<file path="config.mk">
export PLATFORM = sky130hd
export DESIGN_NAME = quad_pwm
export DESIGN_NICKNAME = d
export VERILOG_FILES = /design/src/rtl/quad_pwm_pkg.sv /design/src/rtl/pwm_channel.sv /design/src/rtl/quad_pwm.sv
export SDC_FILE = /design/constraint.sdc
export NUM_CORES = 1
export LEC_CHECK = 0
export CAP_MARGIN = 10
export CORE_UTILIZATION = 58
export DETAILED_ROUTE_END_ITERATION = 10
export GPL_TIMING_DRIVEN = 0
export PLACE_DENSITY = 0.86
export SLEW_MARGIN = 20
export SYNTH_ARGS = -nofsm -noshare
export SYNTH_HDL_FRONTEND = slang
export SYNTH_SLANG_ARGS = --single-unit
export TNS_END_PERCENT = 20
</file>
<file path="constraint.sdc">
create_clock -name clk -period 5.9 [get_ports clk]
set_input_delay 0.885 -clock clk [delete_from_list [all_inputs] [get_ports clk]]
set_output_delay 0.885 -clock clk [all_outputs]
set_load 0.01 [all_outputs]
</file>
<file path="src/rtl/quad_pwm_pkg.sv">
// Shared types and constants for the four-channel PWM generator.
package quad_pwm_pkg;

    localparam int CNT_W = 12;
    localparam int NCH   = 4;

    typedef enum logic [1:0] {
        IDLE  = 2'd0,
        RUN   = 2'd1,
        DRAIN = 2'd2
    } state_t;

endpackage

</file>
<file path="src/rtl/pwm_channel.sv">
// One PWM channel: a duty shadow register plus a registered unsigned compare.
module pwm_channel
    import quad_pwm_pkg::*;
(
    input  logic             clk,
    input  logic             rst,
    input  logic             i_load,
    input  logic             i_active,
    input  logic [CNT_W-1:0] i_cnt,
    input  logic [CNT_W-1:0] i_duty,
    output logic             o_pwm
);

    logic [CNT_W-1:0] r_shadow;
    logic             r_pwm;

    // NOTE: the shadow is a plain flop, not RAM, so it is reset; a known value
    // keeps the first compare after reset defined.
    always_ff @(posedge clk or posedge rst) begin
        if (rst) begin
            r_shadow <= '0;
            r_pwm    <= 1'b0;
        end else begin
            // NOTE: non-blocking so the compare sees the shadow from before this edge.
            if (i_load)
                r_shadow <= i_duty;
            r_pwm <= i_active && (i_cnt < r_shadow);
        end
    end

    assign o_pwm = r_pwm;

endmodule

</file>
<file path="src/rtl/quad_pwm.sv">
// Four-channel PWM with a shared period counter and an IDLE/RUN/DRAIN controller.
module quad_pwm
    import quad_pwm_pkg::*;
#(
    parameter int PERIOD = 4095
) (
    input  logic             clk,
    input  logic             rst,
    input  logic             en,
    input  logic [CNT_W-1:0] duty1,
    input  logic [CNT_W-1:0] duty2,
    input  logic [CNT_W-1:0] duty3,
    input  logic [CNT_W-1:0] duty4,
    output logic [NCH-1:0]   pwm,
    output logic             period_end,
    output logic             busy
);

    localparam logic [CNT_W-1:0] LAST = CNT_W'(PERIOD);

    state_t           r_state;
    state_t           w_next_state;
    logic [CNT_W-1:0] r_cnt;
    logic [CNT_W-1:0] w_next_cnt;
    logic             r_period_end;
    logic             w_active;
    logic             w_wrap;
    logic             w_load;
    logic [CNT_W-1:0] w_duty [NCH];

    assign w_active = (r_state != IDLE);
    assign w_wrap   = w_active && (r_cnt == LAST);
    assign w_load   = (r_state == IDLE) || w_wrap;

    always_comb begin
        // NOTE: defaults first so every path assigns and no latch is inferred.
        w_next_state = r_state;
        w_next_cnt   = '0;
        case (r_state)
            IDLE:    if (en) w_next_state = RUN;
            RUN:     if (!en) w_next_state = DRAIN;
            DRAIN: begin
                if (en)
                    w_next_state = RUN;
                else if (r_cnt == LAST)
                    w_next_state = IDLE;
            end
            default: w_next_state = IDLE;
        endcase
        if (w_active && !w_wrap)
            w_next_cnt = r_cnt + CNT_W'(1);
    end

    always_ff @(posedge clk or posedge rst) begin
        if (rst) begin
            r_state      <= IDLE;
            r_cnt        <= '0;
            r_period_end <= 1'b0;
        end else begin
            r_state      <= w_next_state;
            r_cnt        <= w_next_cnt;
            r_period_end <= w_wrap;
        end
    end

    assign w_duty[0] = duty1;
    assign w_duty[1] = duty2;
    assign w_duty[2] = duty3;
    assign w_duty[3] = duty4;

    for (genvar g = 0; g < NCH; g++) begin : g_ch
        pwm_channel u_ch (
            .clk      (clk),
            .rst      (rst),
            .i_load   (w_load),
            .i_active (w_active),
            .i_cnt    (r_cnt),
            .i_duty   (w_duty[g]),
            .o_pwm    (pwm[g])
        );
    end

    assign period_end = r_period_end;
    assign busy       = w_active;

endmodule

</file>
==> metrics <==
cell taking the most area after synthesis dfrtp_1; total grt overflow 0; Worst slew margin a little under three fifths; vias in the first global route 2799; crit path kind flip-flop to output port; Inst Count DP 458; antenna cell count 0; post-cts sizing count 0; WP data arrival between 2 and 2.5 ns; Final Hold Viols 0; clock sinks 67; DR WL/cell approximately 16 um; CTS Hold Buffers Added 0; I/O Buffers 56; Final setup viols 0; worst min path class flip-flop to flip-flop; total CTS buffers 9; xor/xnor share of the synthesized area 2.30%; Synth Warn # 0; Initial Utilization about 60%; Gate power share between 20% and 30%; die area 6900 sq um; HPWL after DPL ~5600 um; final wirelength between 7000 and 8000 um; initial antenna violation count 0; vias per inst 5.50; largest family of logic cells by synthesized area multiplexers; antenna viol nets, final 0; Syn Area/Cell ~12 sq um; Startpoint Class flip-flop; Clock Latency Late Sink between 0.3 and 0.4 ns; die height a little over 80 um; Mapped Nets 420; Leak Pwr between 2 and 2.5 nW; CTS tree yes; Die Wd between 80 and 90 um; crit path capture busy; largest cells by area after synthesis dfrtp_1, ha_1, mux2_2, mux2_4, inv_1; unrepaired setup endpoints after global routing no; GP Congestion 0.800; Setup crit start r_state[0]; final cell count without fillers about 470; pins over their slew limit 0; Syn Inst Count approximately 320; flop2flop setup slack between 3 and 4 ns; Post-route DRC 0; Int Power between 0.0009 and 0.001 W; post-layout min period ~2.9 ns; worst endpoint required time about 5 ns; Fmax between 0.3 and 0.4 GHz; Async SR Flop Fraction 100%; Net Sw Power roughly 0.00033 W; sequential-to-total area share from yosys stat between 40 and 50%; Worst R2R Path Depth 7; post-CTS setup buffers 0; via count ~2600; largest net degree at the start of global routing 40; worst slew pin tran 0.659 ns; post-synthesis mux area share between 10% and 20%; Rows 29; simple-gate area share of the yosys netlist 7.68%; peak supply drop 273 uV; Synth Area in Adders about 15%; Total Power approximately 0.0013 W; Layout Skew 0.00605 ns; DRT Pass-1 Iters 4; max_cap viols 0; CP endpoint kind output port; final worst-path cycle share 49.7%; end of the worst register-to-register path g_ch[2].u_ch.r_shadow[2]; switch share approximately a quarter; Netlist Area Pre-Place between 3000 and 4000 sq um; Seq pwr share ~43%; I/O pin count between 50 and 60; Worst-path clk slew 0.07 ns; post-synthesis cell type count 33; ys flop type dfrtp_1; GRT Util Overall between 20 and 25%; Max H-tree Level 3; setup TNS 0 ns; Synth Area in Compound Gates around 7%; Area Growth Syn to Fin 24.2%; Yosys reg bits 67; Pwr Density 278 nW/um^2; Clock Tree Root clkbuf_8; layout cells sized above 1 between 10% and 20%; wire length of the first global-routing pass between 10000 and 15000 um; Clock Power Share 35.2%; RR Startpoint r_cnt[1]; CORE AREA 6350 sq um; top cell type's share of synthesized area about 44%; status complete, no violations; Crit Path Max Fanout 8; Post-synth EDFFs 0; Final Net Count slightly below 500; DRT iter0 DRCs between 150 and 200; CTS max path bufs 2
## registers in the layout, summed over array words and instances, names as in the netlist
register	cells
period_end	1
g_ch.u_ch.o_pwm	4
r_cnt	12
r_state	2
g_ch.u_ch.r_shadow	48
## per-layer routing
| metal | GRT usage (%) | wire length, um |
|---|---|---|
| met4 | 9.40 | 173 |
| met1 | 28.3 | 3100 |
| met3 | 6.96 | 371 |
| met5 | 0 | 0 |
| met2 | 43.1 | 3990 |
## area by class of cell
cell class                      count  area (sq um)
Buffer                             10           116
Clock buffer                       11           141
Clock inverter                      5           100
Fill cell                         413          1620
Inverter                           51           194
Multi-Input combinational cell    196          1830
Sequential cell                    67          1680
Tap cell                           77          96.3
Timing Repair Buffer               57           581
## power by group through the flow
stage	sequential, W	clock [W]	combinational, W
after floorplan	0.000559	0	0.000201
after global placement	0.000574	0	0.000266
after detailed placement	0.000578	0	0.000284
after CTS	0.000570	0.000471	0.000286
after global routing	0.000578	0.000491	0.000317
final	0.000570	0.000462	0.000281
## critical path, stage by stage, from the launching register on
cell and delay (ns):
dfrtp_1 0.40, nor2_1 0.53, inv_1 0.23, clkdlybuf4s50_1 0.54
## worst min-delay path by stage
stage | start | to | cells past startpoint
global placement | g_ch[2].u_ch.r_shadow[2] | g_ch[2].u_ch.r_shadow[2] | 1
finish | g_ch[2].u_ch.r_shadow[2] | g_ch[2].u_ch.r_shadow[2] | 1
CTS | g_ch[2].u_ch.r_shadow[2] | g_ch[2].u_ch.r_shadow[2] | 1
floorplan | g_ch[2].u_ch.r_shadow[2] | g_ch[2].u_ch.r_shadow[2] | 1
detailed placement | g_ch[2].u_ch.r_shadow[2] | g_ch[2].u_ch.r_shadow[2] | 1
global route | g_ch[2].u_ch.r_shadow[1] | g_ch[2].u_ch.r_shadow[1] | 1
## metrics by stage
step	area [sq um]	util, %	worst slack [ns]	hold WS, ns
after floorplan	3810	-	3.33	0.458
after global placement	4470	70.4	2.29	0.468
after detailed placement	4490	70.7	3.34	0.494
after CTS	4730	74.5	2.95	0.510
after global routing	4730	74.5	2.92	0.529
final	4730	74.5	2.97	0.506
## synth_stat cells, types with 5 or more instances
library cell	instances
dfrtp_1	67
inv_1	51
ha_1	45
mux2_2	27
nor2_1	23
mux2_4	20
o21ai_0	8
xnor2_1	8
buf_4	6
a21oi_1	5
nand2_1	5
nand2b_1	5
nand4_1	5
## cell families (layout without fill, tap and decap cells)
group,Yosys count,count (layout)
simple gates,55,55
flops,67,67
xor+xnor,10,10
compound gates,38,38
mux,48,48
fa+ha+maj,45,45
buf+inv,61,134
## cell usage in the layout (no fill, tap or decap), types with 6 or more instances in the layout
| cell | count |
|---|---|
| nor2_1 | 23 |
| inv_1 | 50 |
| ha_1 | 45 |
| buf_4 | 6 |
| o21ai_0 | 8 |
| clkdlybuf4s50_1 | 56 |
| dfrtp_1 | 67 |
| clkbuf_8 | 10 |
| xnor2_1 | 8 |
| mux2_4 | 20 |
| mux2_2 | 27 |
(Power assumes the default switching activity.)
